===== config.mk =====
export PLATFORM = sky130hd
export DESIGN_NAME = fifo_stream_flush
export DESIGN_NICKNAME = d
export VERILOG_FILES = /design/src/rtl/fifo_pkg.sv /design/src/rtl/fifo_ptr_wrap.sv /design/src/rtl/fifo_stream_flush.sv
export SDC_FILE = /design/constraint.sdc
export NUM_CORES = 1
export LEC_CHECK = 0
export BUFFER_PORTS_ARGS = -buffer_cell sky130_fd_sc_hd__buf_2
export CORE_ASPECT_RATIO = 1.5
export CORE_MARGIN = 5
export CORE_UTILIZATION = 57
export CTS_CLUSTER_SIZE = 40
export DETAILED_ROUTE_END_ITERATION = 12
export PLACE_DENSITY = 0.81
export RECOVER_POWER = 100
export REMOVE_ABC_BUFFERS = 1
export SYNTH_ARGS = -nofsm -noshare
export SYNTH_HDL_FRONTEND = slang
export SYNTH_SLANG_ARGS = --single-unit

===== constraint.sdc =====
create_clock -name clk -period 5.55 [get_ports clk]
set_input_delay 0.2775 -clock clk [delete_from_list [all_inputs] [get_ports clk]]
set_output_delay 0.2775 -clock clk [all_outputs]
set_load 0.01 [all_outputs]

===== src/rtl/fifo_pkg.sv =====
// Shared sizing and parameter-legality helpers for the FIFO family.
// Pure functions only; evaluated at elaboration time by each FIFO that imports this package.
package fifo_pkg;

   // A depth-1 FIFO still needs a 1-bit pointer so the storage index is never zero-width.
   function automatic int addr_width(input int depth);
      return (depth <= 1) ? 1 : $clog2(depth);
   endfunction

   // Count ranges over 0..depth inclusive, hence depth+1 distinct values.
   function automatic int cnt_width(input int depth);
      return $clog2(depth + 1);
   endfunction

   function automatic bit params_legal(input int data_width, input int depth,
                                       input int af_thresh, input int ae_thresh);
      return (data_width >= 1) && (depth >= 1) &&
             (af_thresh >= 0) && (af_thresh <= depth) &&
             (ae_thresh >= 0) && (ae_thresh <= depth);
   endfunction

endpackage


===== src/rtl/fifo_ptr_wrap.sv =====
// Circular pointer register that wraps at DEPTH-1 to 0, so any depth works.
// Latency: updates on the clock edge after inc/clr; clr has priority over inc; no backpressure.
module fifo_ptr_wrap #(
   parameter int DEPTH      = 4,
   parameter int ADDR_WIDTH = 2
) (
   input  logic                  clk,
   input  logic                  rst_n,
   input  logic                  clr,
   input  logic                  inc,
   output logic [ADDR_WIDTH-1:0] ptr
);

   localparam logic [ADDR_WIDTH-1:0] LAST = ADDR_WIDTH'(DEPTH - 1);

   always_ff @(posedge clk or negedge rst_n) begin
      if (!rst_n) begin
         ptr <= '0;
      end else if (clr) begin
         ptr <= '0;
      end else if (inc) begin
         ptr <= (ptr == LAST) ? '0 : ptr + ADDR_WIDTH'(1);
      end
   end

endmodule


===== src/rtl/fifo_stream_flush.sv =====
// Flushable valid/ready FIFO of any depth with occupancy count, almost flags and high-water mark.
// Latency: a pushed word reaches out_valid/out_data one cycle after the push edge (no empty bypass).
// Backpressure: in_ready = not full, independent of out_ready (no full bypass); out_valid = not empty.
module fifo_stream_flush
   import fifo_pkg::*;
#(
   parameter int  DATA_WIDTH = 32,
   parameter int  FIFO_DEPTH = 4,
   parameter int  AF_THRESH  = FIFO_DEPTH - 1,
   parameter int  AE_THRESH  = 1,
   localparam int ADDR_WIDTH = addr_width(FIFO_DEPTH),
   localparam int CNT_WIDTH  = cnt_width(FIFO_DEPTH)
) (
   input  logic                  clk,
   input  logic                  rst_n,
   input  logic                  flush,
   input  logic                  in_valid,
   output logic                  in_ready,
   input  logic [DATA_WIDTH-1:0] in_data,
   output logic                  out_valid,
   input  logic                  out_ready,
   output logic [DATA_WIDTH-1:0] out_data,
   output logic [CNT_WIDTH-1:0]  count,
   output logic                  almost_full,
   output logic                  almost_empty,
   output logic [CNT_WIDTH-1:0]  hwm,
   input  logic                  hwm_clr
);

   if (!params_legal(DATA_WIDTH, FIFO_DEPTH, AF_THRESH, AE_THRESH)) begin : g_bad_params
      $fatal(1, "fifo_stream_flush: illegal DATA_WIDTH/FIFO_DEPTH/threshold parameters");
   end

   localparam logic [CNT_WIDTH-1:0] DEPTH_C = CNT_WIDTH'(FIFO_DEPTH);
   localparam logic [CNT_WIDTH-1:0] AF_C    = CNT_WIDTH'(AF_THRESH);
   localparam logic [CNT_WIDTH-1:0] AE_C    = CNT_WIDTH'(AE_THRESH);

   logic [DATA_WIDTH-1:0] mem [FIFO_DEPTH];
   logic [ADDR_WIDTH-1:0] w_ptr;
   logic [ADDR_WIDTH-1:0] r_ptr;
   logic                  push;
   logic                  pop;
   logic [CNT_WIDTH-1:0]  count_next;
   logic [CNT_WIDTH-1:0]  hwm_next;

   // Full/empty come from the count register only, never from pointer comparison.
   assign in_ready     = (count != DEPTH_C);
   assign out_valid    = (count != '0);
   assign push         = in_valid & in_ready;
   assign pop          = out_valid & out_ready;
   assign almost_full  = (count >= AF_C);
   assign almost_empty = (count <= AE_C);
   assign out_data     = mem[r_ptr];

   fifo_ptr_wrap #(
      .DEPTH      (FIFO_DEPTH),
      .ADDR_WIDTH (ADDR_WIDTH)
   ) u_w_ptr (
      .clk   (clk),
      .rst_n (rst_n),
      .clr   (flush),
      .inc   (push),
      .ptr   (w_ptr)
   );

   fifo_ptr_wrap #(
      .DEPTH      (FIFO_DEPTH),
      .ADDR_WIDTH (ADDR_WIDTH)
   ) u_r_ptr (
      .clk   (clk),
      .rst_n (rst_n),
      .clr   (flush),
      .inc   (pop),
      .ptr   (r_ptr)
   );

   always_comb begin
      count_next = count;
      hwm_next   = hwm;
      if (flush) begin
         count_next = '0;
      end else begin
         count_next = count + CNT_WIDTH'(push) - CNT_WIDTH'(pop);
      end
      // Flush forces count_next to 0, so flush+hwm_clr clears and flush alone leaves hwm alone.
      if (hwm_clr) begin
         hwm_next = count_next;
      end else if (count_next > hwm) begin
         hwm_next = count_next;
      end
   end

   always_ff @(posedge clk or negedge rst_n) begin
      if (!rst_n) begin
         count <= '0;
         hwm   <= '0;
      end else begin
         count <= count_next;
         hwm   <= hwm_next;
      end
   end

   // Storage survives flush; out_data is only meaningful while out_valid is high.
   always_ff @(posedge clk or negedge rst_n) begin
      if (!rst_n) begin
         for (int i = 0; i < FIFO_DEPTH; i++) begin
            mem[i] <= '0;
         end
      end else if (push && !flush) begin
         mem[w_ptr] <= in_data;
      end
   end

   a_count_range : assert property (@(posedge clk) disable iff (!rst_n) count <= DEPTH_C);
   a_wptr_range  : assert property (@(posedge clk) disable iff (!rst_n) w_ptr <= ADDR_WIDTH'(FIFO_DEPTH - 1));
   a_rptr_range  : assert property (@(posedge clk) disable iff (!rst_n) r_ptr <= ADDR_WIDTH'(FIFO_DEPTH - 1));

endmodule


After elaboration in Yosys (flattened, before gate mapping)
Index checks and enable logic that the tools add are counted.
Widths: inputs -> output; s select.
- register bits: 138
- bits of input ports: 38
- output and inout port bits: 42
- add/sub/neg operators: 4
- order comparisons: 6
- equality and inequality tests: 3
- mux-type cells: 15
- bitwise operators: 4
- reduce and logical (&&, ||, !) cells: 7
- operator list (operator ; number):
    $bwmux 128 ; 1
    $mux 32 ; 3
    $bmux 32 s2 ; 1
    $demux 32 s2 ; 1
    $mux 2 ; 6
    $mux 3 ; 3
    $ge 3x3->1 const B ; 2
    $not 2->3 ; 2
    $reduce_bool 2->1 ; 3
    $add 2x1->2 const B ; 2
    $eq 2x2->1 const B ; 2
    $add 3x1->3 ; 1
    $ge 3x2->1 const B ; 1
    $gt 3x3->1 ; 1
    $le 3x1->1 const B ; 1
    $lt 3x1->1 const B ; 1
    $ne 3x3->1 const B ; 1
    $reduce_bool 3->1 ; 1
    $sub 3x1->3 ; 1
    $and 1x1->1 ; 2
    $logic_and 1x1->1 ; 2
    $logic_not 1->1 ; 1

Depth between registers and ports, before layout
Gate-level depths: netlist (run 1).
- word-level depth: 8
- mapped depth: 15

By module
A second synthesis (run 1) with hierarchy kept.
- cells, all modules: 373
- area, all modules: 6279.8 um^2
- modules (own cells, without submodules) (module ; times used ; cells each ; area each (um^2) ; seq. area each (um^2)):
    fifo_stream_flush ; 1 ; 357 ; 6079.6 ; 3353.2
    fifo_ptr_wrap ; 2 ; 8 ; 100.1 ; 50.0

Worst setup path before layout (run 1)
No wires, ideal clock.
- kind: register to register
- start point: reg count[1]
- end point: reg hwm[0]
- setup time: 0.125 ns
- arrival: 3.117 ns
- data required time: 5.425 ns
- slack: 2.308 ns
- stages on the path, launching flop included: 16
- path buffers: 0
- path through: dfrtp_1 -> or3_1 -> nand2_1 -> inv_1 -> ha_1 -> inv_1 -> ha_1 -> inv_1 -> fa_1 -> xnor2_1 -> nor2_1 -> ha_1 -> nand3_1 -> o21ai_0 -> o21bai_1 -> mux2_2
- RTL lines (element ; RTL line ; RTL):
    start: declaration ; fifo_stream_flush.sv:23 ; output logic [CNT_WIDTH-1:0] count,
    start signal: assignment ; fifo_stream_flush.sv:98 ; count <= count_next;
    $reduce_bool 3->1 ; fifo_stream_flush.sv:48 ; assign out_valid = (count != '0);
    via out_valid ; fifo_stream_flush.sv:20 ; output logic out_valid,
    $and 1x1->1 ; fifo_stream_flush.sv:50 ; assign pop = out_valid & out_ready;
    $sub 3x1->3 ; fifo_stream_flush.sv:83 ; count_next = count + CNT_WIDTH'(push) - CNT_WIDTH'(pop);
    $mux 3 ; fifo_stream_flush.sv:80 ; if (flush) begin
    via count_next[2] ; fifo_stream_flush.sv:43 ; logic [CNT_WIDTH-1:0] count_next;
    $gt 3x3->1 ; fifo_stream_flush.sv:88 ; end else if (count_next > hwm) begin
    $reduce_bool 2->1 (no line) ; -- ;
    end signal: assignment ; fifo_stream_flush.sv:99 ; hwm <= hwm_next;
    end: declaration ; fifo_stream_flush.sv:26 ; output logic [CNT_WIDTH-1:0] hwm,
The timed path passes the listed nets, and every way through them passes these cells. The select of a mux whose other input is x is not followed.
A chain may end at the register's enable or synchronous reset.

Final worst setup path (run 1)
- start point: reg count[1]
- end point: reg hwm[1]
- cells in the longest elaborated chain, start to end: 7
- RTL lines (element ; RTL line ; RTL):
    $ne 3x3->1 ; fifo_stream_flush.sv:47 ; assign in_ready = (count != DEPTH_C);
    $and 1x1->1 ; fifo_stream_flush.sv:49 ; assign push = in_valid & in_ready;
    $add 3x1->3 ; fifo_stream_flush.sv:83 ;
    $sub 3x1->3 (*) ; fifo_stream_flush.sv:83 ;
    $mux 3 (*) ; fifo_stream_flush.sv:80 ;
    via count_next[2] ; fifo_stream_flush.sv:43 ;
    $gt 3x3->1 (*) ; fifo_stream_flush.sv:88 ;
    $reduce_bool 2->1 (no line) (*) ; -- ;
The timed path passes the listed nets; every way through them passes the cells marked *. The select of a mux whose other input is x is not followed.

==> results of run 1 <==
[final cells by class]
class                           instances  area [sq um]
Fill cell                             824          3820
Sequential cell                       138          3450
Multi-Input combinational cell        207          2540
Clock buffer                           24           502
Timing Repair Buffer                   83           372
Tap cell                              147           184
Clock inverter                          7          88.8
Inverter                               10          37.5
[flip-flops by register name, indices dropped and copies added (netlist names)]
signal,count
mem,128
hwm,3
u_w_ptr.ptr,2
count,3
u_r_ptr.ptr,2
[cells by family (layout without fill, tap and decap cells)]
| logic type | after synthesis | count (layout) |
|---|---|---|
| multiplexers | 163 | 163 |
| XOR/XNOR | 2 | 2 |
| AND/OR/NAND/NOR | 23 | 23 |
| AO/OA/AOI/OAI | 6 | 6 |
| adder cells (fa/ha/maj) | 13 | 13 |
| buffers and inverters | 32 | 124 |
| flip-flops | 138 | 138 |
[stage by stage]
stage	hold WS (ns)	power (W)
floorplan	-0.0181	0.00263
global placement	0.396	0.00300
detailed placement	0.409	0.00309
CTS	0.120	0.00421
global route	0.118	0.00428
finish	0.131	0.00401
[cell usage in the layout, fill, tap and decap left out]
cell type / count
xnor2_1: 2
nor3_1: 1
and3b_1: 1
clkinv_2: 4
dfrtp_1: 137
nor2_1: 3
nor2b_1: 1
clkbuf_1: 45
ha_1: 12
mux2_4: 1
fa_1: 1
clkinv_4: 1
mux2_1: 40
dfrtp_2: 1
or3b_1: 1
or3_1: 2
nand3_1: 3
nand2b_1: 1
o21ai_0: 2
dlygate4sd3_1: 1
mux2_2: 90
o21bai_1: 1
buf_2: 36
clkbuf_2: 1
buf_4: 2
a21oi_1: 3
clkbuf_16: 17
mux4_2: 32
clkbuf_8: 5
bufinv_16: 2
and4b_2: 1
inv_1: 10
nand2_1: 9
[path summary, 6_finish.rpt]
check | slack, ns | depth (start not counted) | to
min in group asynchronous | 0.49 | 2 | mem[34]$_DFFE_PN0P_
hold / removal | 0.13 | 2 | mem[69]$_DFFE_PN0P_
setup / recovery | 2.14 | 14 | hwm[1]$_DFFE_PN0P_
max in group asynchronous | 2.69 | 3 | u_r_ptr.ptr[0]$_DFFE_PN0P_
setup reg to reg | 2.14 | 14 | hwm[1]$_DFFE_PN0P_
hold reg to reg | 0.49 | 1 | mem[82]$_DFFE_PN0P_
[power groups by stage]
stage / clock, W / sequential, W / combinational (W)
floorplan: 0 / 0.00164 / 0.000985
global placement: 0 / 0.00166 / 0.00134
detailed placement: 0 / 0.00170 / 0.00139
CTS: 0.00113 / 0.00169 / 0.00140
global route: 0.00118 / 0.00173 / 0.00136
finish: 0.00110 / 0.00168 / 0.00123
[routing by layer]
layer  track usage  vias to the layer above  routed length, um
li1              -                     1542                  -
met1         0.239                     1786               4550
met2         0.334                       64               6580
met3        0.0556                       14                414
met4        0.0615                        0                185
met5             0                        -                  0
==> impl_metrics.toml, run 1 <==
[flow_run]
maxCapViolations = 6

[synth]
synth_edf_count = 0
yosys.area_share.simple = 0.0201
synthTopCellsByArea = "dfrtp_1, mux2_2, mux4_2"
synth_top_family_by_area = "multiplexers"
yosysSeqAreaShare = 0.543
ys_ff_latch = 138
muxShareOfSynthArea = 0.363
synthAdderAreaFrac = 0.0267
synth_area_sq_um = 6360
synth_top_area_frac = 0.543
syn_area_per_cell_sq_um = 16.9
netlist_instances = 377
synthArstFlopShare = 1.00
synthFlopType = "dfrtp_1"
yosys.cell_types.count = 28
yosys.area_share.xor_xnor = 0.00275
synth_most_common_cell = "dfrtp_1"
synth_common_cells = "dfrtp_1, mux2_2, mux4_2, mux2_4, ha_1"
yosys.area.top_type = "dfrtp_1"
synth_warnings = 0
synth_compound_area_frac = 0.00511

[route]
wl_per_cell_um = 19.0
post-route-drc-count = 0
drt_iter0_drc = 98
vias = 3406
dr.pass1.iters = 4
routed_wl_um = 11700
vias_per_cell = 5.53
ant_nets = 0

[die]
die_w_um = 96.3
core-area_sq_um = 11000
dieArea_sq_um = 13400
initial_core_util = 0.579
boundaryPins = 80
die_h_um = 139
rows = 47

[clock_tree]
post_cts_buffers = 0
path_clk_slew_ns = 0.05
numCtsBuffers = 17
cts_root_buf = "clkbuf_16"
cts_buffer_depth = 2
cts_tree = "yes"
clk_latency_ns = 0.40
cts_resized = 0
hold_buffers = 1
ctsHtreeMaxLevel = 4
cts.sinks = 138

[grt]
grt_use_total = 0.197
grt_max_degree = 76
antenna_found_initial = 0
grt_pass1_vias = 3926
grt_first_pass_wirelength_um = 20100
overflow = 0

[run_status]
status = "finished, violations left"
violations = "max-capacitance violations, max-slew violations"

[power_and_ir_drop]
seq_power_share = 0.418
power_density_nw_per_um2 = 558
power.leakage_nw = 3.27
ir_drop_mv = 0.412
p_clk_frac = 0.275
switching_share = 0.287
p_comb_frac = 0.307
p_sw_w = 0.00115
internal_power_w = 0.00286

[setup_path]
critical_path_class = "reg2reg"
crit_path_end_kind = "flip-flop"
cpPeakStageDelay_ns = 0.45
setup.worst_path.start_class = "flip-flop"
critical_path_buf_inv_count = 2
crit_fanout = 7
critical_path_required_ns = 5.84
crit_slowest_cell = "dfrtp_1"
critical_path.top_delay_family = "adder cells"
timing.rr.start = "count[1]$_DFF_PN0_"
arrival_ns = 3.69
cp_common_cell = "ha_1"
worstSetupStartpoint = "count[1]$_DFF_PN0_"
worstPathCellList = "or3b_1 > nand2_1 > ha_1 > inv_1 > ha_1 > inv_1 > fa_1 > xnor2_1 > nor2_1 > ha_1 > nand3_1 > o21ai_0 > o21bai_1 > mux2_2"

[timing]
max_slew_margin = -0.481
period_share = 0.614
finalSetupViolCount = 0
finalHoldViolations = 0
fin_tns_setup_ns = 0
slew_violations = 243
worst_slack_ns = 2.14
fmax_mhz = 293
rsz0062_at_grt = "no"
period_needed_ns = 3.41
worstMarginPinSlew_ns = 2.22
skew_ns = 0.00690

[placement]
gp_congestion = 0.786
dp_cells = 584
io_buffers = 79
hpwl_um = 7320
place_ws_ns = 2.11
postPlaceCellArea_sq_um = 6760

[final_layout]
syn_to_final_growth_pct = 12.8
drive_gt1_frac = 0.412
final_nets = 508
postLayoutCoreUtil = 0.653
stdcell_count = 616
diodes = 0
finalInstanceArea_sq_um = 7180

[worst_hold_path]
hold_path_startpoint = "in_data[5]"
hp-class = "in2reg"
Power figures use the tool's default switching activity.
==> run 2, diff against run 1 <==
- CORE_UTILIZATION: 57 -> 52
- PLACE_DENSITY: 0.81 -> 0.78
- clock period: 5.55 -> 2.85 ns (I/O delays scaled with it)
==> impl_metrics.toml, run 2 (synthesis gave the netlist of run 1 again) <==
[run_status]
status = "finished, violations left"
violations = "max-capacitance violations, max-slew violations, negative setup slack"

[power_and_ir_drop]
p_sw_w = 0.00251
power.leakage_nw = 3.70
p_comb_frac = 0.356
ir_drop_mv = 0.652
power_density_nw_per_um2 = 1110
seq_power_share = 0.373
internal_power_w = 0.00630
switching_share = 0.285
p_clk_frac = 0.271

[final_layout]
diodes = 0
reg_top3 = "mem x128, count x3, hwm x3"
layout_commonest_cell = "dfrtp_1"
top_register = "mem"
final_nets = 551
final_cell_mix = "dfrtp_1, mux2_2, buf_2"
drive_gt1_frac = 0.610
final.fill_count = 881
finalInstanceArea_sq_um = 7950
syn_to_final_growth_pct = 25.0
largest_register_ffs = 128
postLayoutCoreUtil = 0.662

[route]
vias_per_cell = 5.52
post-route-drc-count = 0
ant_nets = 0
vias = 3678
drt_iter0_drc = 137
routed_wl_um = 13100
wl_per_cell_um = 19.7
dr.pass1.iters = 4

[die]
dieArea_sq_um = 14600
boundaryPins = 80
rows = 49
die_h_um = 145
die_w_um = 100
core-area_sq_um = 12000
initial_core_util = 0.529

[worst_hold_path]
hp-class = "in2reg"

[placement]
postPlaceCellArea_sq_um = 6920
io_buffers = 79
hpwl_um = 8460
gp_congestion = 0.799

[grt]
antenna_found_initial = 0
grt_max_degree = 63
grt_pass1_vias = 4045
grt_first_pass_wirelength_um = 21200
grt_use_total = 0.189
overflow = 0

[timing]
finalSetupViolCount = 3
period_needed_ns = 3.16
max_slew_margin = -0.0399
slew_violations = 63
rsz0062_at_grt = "yes"
period_share = 1.11
finalHoldViolations = 0
worst_slack_ns = -0.311
skew_ns = 0.0108
worstMarginPinSlew_ns = 1.56
fmax_mhz = 316

[setup_path]
setup.worst_path.start_class = "flip-flop"
crit_fanout = 4
critical_path_class = "reg2reg"
crit_path_end_kind = "flip-flop"
arrival_ns = 3.46
critical_path_required_ns = 3.14

[clock_tree]
path_clk_slew_ns = 0.06
cts.sinks = 138
cts_root_buf = "clkbuf_16"
cts_buffer_depth = 2
numCtsBuffers = 17
clk_latency_ns = 0.41
cts_tree = "yes"
ctsHtreeMaxLevel = 4

[flow_run]
maxCapViolations = 1
## run 2: area by class of cell
class	instances	area [sq um]	share of cell area
clock buffers	22	494	0.0621
inverters	10	42.5	0.00535
multi-input cells	207	2790	0.350
clock inverters	10	161	0.0203
flip-flops and latches	138	3460	0.434
well taps	153	191	0.0241
repair buffers	126	821	0.103
## run 2: path summary, 6_finish.rpt
check	start	to	slack, ns	depth (start not counted)
max	count[1]$_DFF_PN0_	hwm[1]$_DFFE_PN0P_	-0.31	14
min	in_data[12]	mem[76]$_DFFE_PN0P_	0.01	2
max reg2reg	count[1]$_DFF_PN0_	hwm[1]$_DFFE_PN0P_	-0.31	14
min reg2reg	mem[59]$_DFFE_PN0P_	mem[59]$_DFFE_PN0P_	0.48	1
max in group asynchronous	rst_n	mem[10]$_DFFE_PN0P_	0.66	3
min in group asynchronous	rst_n	mem[57]$_DFFE_PN0P_	0.66	2
## run 2: repair_timing
action | 4_1_cts | 5_1_grt
endpoints found under the setup margin | 3 | 3
hold endpoints to repair | 93 | 0
pin swaps | 6 | 11
setup buffers | 3 | 5
resized for setup | 11 | 20
hold buffers | 20 | 0
## run 2: stage by stage
step	TNS [ns]	std cells	setup WS, ns	power (W)	hold slack, ns
floorplan	-1.18	355	-0.392	0.00512	-0.153
global placement	-1.13	606	-0.378	0.00595	0.140
detailed placement	-1.61	606	-0.549	0.00614	0.165
CTS	-1.14	661	-0.389	0.00869	0.0000301
global route	-1.10	666	-0.373	0.00927	0.00758
finish	-0.910	666	-0.311	0.00881	0.0115
## run 2: metal layers
metal	up-vias	global-route usage	part of all wire
li1	1636	-	-
met1	1959	0.229	0.40
met2	68	0.325	0.54
met3	15	0.0484	0.040
met4	0	0.0661	0.012
met5	-	0	0
## run 2: power groups by stage
stage	Sequential [W]	Combinational [W]	Clock [W]
after floorplan	0.00320	0.00192	0
after global placement	0.00323	0.00272	0
after detailed placement	0.00331	0.00283	0
after CTS	0.00329	0.00297	0.00243
after global routing	0.00338	0.00337	0.00252
final	0.00329	0.00314	0.00239
## run 2: critical path, stage by stage, from the launching register on
cell      delay [ns]
dfrtp_2         0.43
or3_4           0.41
nand2_2         0.09
inv_2           0.04
ha_4            0.22
inv_4           0.05
ha_4            0.13
inv_4           0.03
fa_2            0.58
nor2_4          0.05
ha_4            0.24
nor2b_4         0.13
nor3_4          0.20
o21bai_4        0.11
mux2_4          0.31
==> run 3, diff against run 2 <==
- ABC_AREA: unset -> 1
- CORE_UTILIZATION: 52 -> 53
- CTS_CLUSTER_DIAMETER: unset -> 30
==> impl_metrics.toml, run 3 <==
[run_status]
status = "finished, violations left"
violations = "max-capacitance violations, max-slew violations"

[grt]
overflow = 0
grt_first_pass_wirelength_um = 29700
grt_max_degree = 75
grt_use_total = 0.248
grt_pass1_vias = 6046
antenna_found_initial = 0

[placement]
place_ws_ns = -0.0119
io_buffers = 79
gp_congestion = 0.790
hpwl_um = 10100

[clock_tree]
ctsHtreeMaxLevel = 4
cts_tree = "yes"
cts.sinks = 138
path_clk_slew_ns = 0.06
cts_buffer_depth = 2
cts_root_buf = "clkbuf_16"
numCtsBuffers = 17
clk_latency_ns = 0.41

[die]
dieArea_sq_um = 15200
core-area_sq_um = 12500
rows = 50
die_w_um = 102
boundaryPins = 80
die_h_um = 148
initial_core_util = 0.541

[final_layout]
final_cell_mix = "nand2_1, dfrtp_1, nand3_1"
layout_commonest_cell = "nand2_1"
largest_register_ffs = 128
final.fill_count = 1093
diodes = 0
syn_to_final_growth_pct = 17.1
final_nets = 934
top_register = "mem"
drive_gt1_frac = 0.164
reg_top3 = "mem x128, count x3, hwm x3"

[synth]
synthArstFlopShare = 1.00
synth_warnings = 0
yosys.cell_types.count = 20
synth_top_area_frac = 0.511
synthFlopType = "dfrtp_1"
synth_common_cells = "nand2_1, dfrtp_1, nand3_1, o21ai_0, nor2_1"
synth_edf_count = 0
synthTopCellsByArea = "dfrtp_1, nand2_1, nand3_1"
ys_ff_latch = 138
synth_most_common_cell = "nand2_1"
synth_area_sq_um = 6760
syn_area_per_cell_sq_um = 8.30
netlist_instances = 815
yosys.area.top_type = "dfrtp_1"
yosysSeqAreaShare = 0.511

[route]
routed_wl_um = 18200
ant_nets = 0
wl_per_cell_um = 17.3
dr.pass1.iters = 5
drt_iter0_drc = 564
post-route-drc-count = 0
vias = 6068
vias_per_cell = 5.77

[timing]
period_share = 0.959
slew_violations = 72
max_slew_margin = -0.212
skew_ns = 0.00487
period_needed_ns = 2.73
finalSetupViolCount = 0
finalHoldViolations = 0
worstMarginPinSlew_ns = 1.82
whs_ns = 0.00788
fmax_mhz = 366
worst_slack_ns = 0.117
fin_tns_setup_ns = 0

[power_and_ir_drop]
internal_power_w = 0.00592
seq_power_share = 0.351
power_density_nw_per_um2 = 1180
p_clk_frac = 0.291
power_w = 0.00932
switching_share = 0.366
power.leakage_nw = 4.17
p_sw_w = 0.00341
ir_drop_mv = 0.705
p_comb_frac = 0.358

[setup_path]
critical_path_class = "reg2reg"
critical_path_required_ns = 3.15
setup.worst_path.start_class = "flip-flop"
crit_path_end_kind = "flip-flop"
arrival_ns = 3.04
crit_fanout = 4

[worst_hold_path]
hp-class = "in2reg"

[flow_run]
maxCapViolations = 1
## run 3: cell type report
class / count / area (sq um) / share of cell area
multi-input cells: 600 / 2850 / 0.359
well taps: 156 / 195 / 0.0246
inverters: 15 / 56.3 / 0.00711
clock inverters: 12 / 265 / 0.0335
clock buffers: 20 / 467 / 0.0589
repair buffers: 111 / 637 / 0.0804
flip-flops and latches: 138 / 3450 / 0.436
## run 3: cells by family after synthesis
group / Yosys count / synth area share
AOI/OAI and AO/OA: 105 / 0.0857
adders and majority gates: 13 / 0.0252
buffers and inverters: 77 / 0.0701
DFF: 138 / 0.511
and+or+nand+nor: 482 / 0.308
## run 3: through the flow
stage / std cells / utilization / cell area, sq um
floorplan: 753 / - / 6340
CTS: 1051 / 0.636 / 7950
global route: 1052 / 0.633 / 7920
detailed placement: 1012 / 0.571 / 7150
finish: 1052 / 0.633 / 7920
global placement: 1012 / 0.571 / 7150
## run 3: worst paths after layout
check / startpoint / end / slack [ns] / depth (start not counted)
worst max-delay path: count[0]$_DFF_PN0_ / hwm[1]$_DFFE_PN0P_ / 0.12 / 18
worst min-delay path: in_data[15] / mem[15]$_DFFE_PN0P_ / 0.008 / 3
worst max register to register: count[0]$_DFF_PN0_ / hwm[1]$_DFFE_PN0P_ / 0.12 / 18
worst min register to register: mem[67]$_DFFE_PN0P_ / mem[67]$_DFFE_PN0P_ / 0.47 / 2
max in group asynchronous: rst_n / mem[95]$_DFFE_PN0P_ / 0.48 / 3
min in group asynchronous: rst_n / mem[111]$_DFFE_PN0P_ / 0.77 / 2
## run 3: power groups by stage
| stage | Sequential [W] | Clock (W) | Combinational (W) |
|---|---|---|---|
| floorplan | 0.00328 | 0 | 0.00194 |
| global placement | 0.00325 | 0 | 0.00319 |
| detailed placement | 0.00328 | 0 | 0.00327 |
| CTS | 0.00327 | 0.00272 | 0.00331 |
| global route | 0.00337 | 0.00283 | 0.00374 |
| finish | 0.00328 | 0.00271 | 0.00334 |
## run 3: layer usage
layer	vias up	routed length [um]	global-route usage
met1	2940	7010	0.307
met4	0	413	0.0893
li1	2823	-	-
met2	260	9400	0.418
met5	-	0	0
met3	45	1430	0.0610
## run 3: critical path, cell delays in order (launching register included)
cell and delay (ns):
dfrtp_1 0.40, nor2_4 0.11, nand2_1 0.07, nand2_1 0.08, inv_1 0.06, ha_1 0.28
inv_1 0.06, ha_1 0.13, inv_1 0.05, fa_2 0.39, o21ai_4 0.18, a21oi_4 0.07
ha_4 0.23, a21oi_1 0.15, nand2_1 0.08, nand2_2 0.09, nand2_1 0.08, nand2_1 0.06
nand2_1 0.04
## run 3: repair_timing
item / 4_1_cts / 5_1_grt
pin swaps: 1 / 2
buffers inserted: 0 / 1
hold buffers: 7 / 0
cloned: 0 / 0
resized for setup: 2 / 7
endpoints found under the hold margin: 80 / 0
setup endpoints to repair: 3 / 3
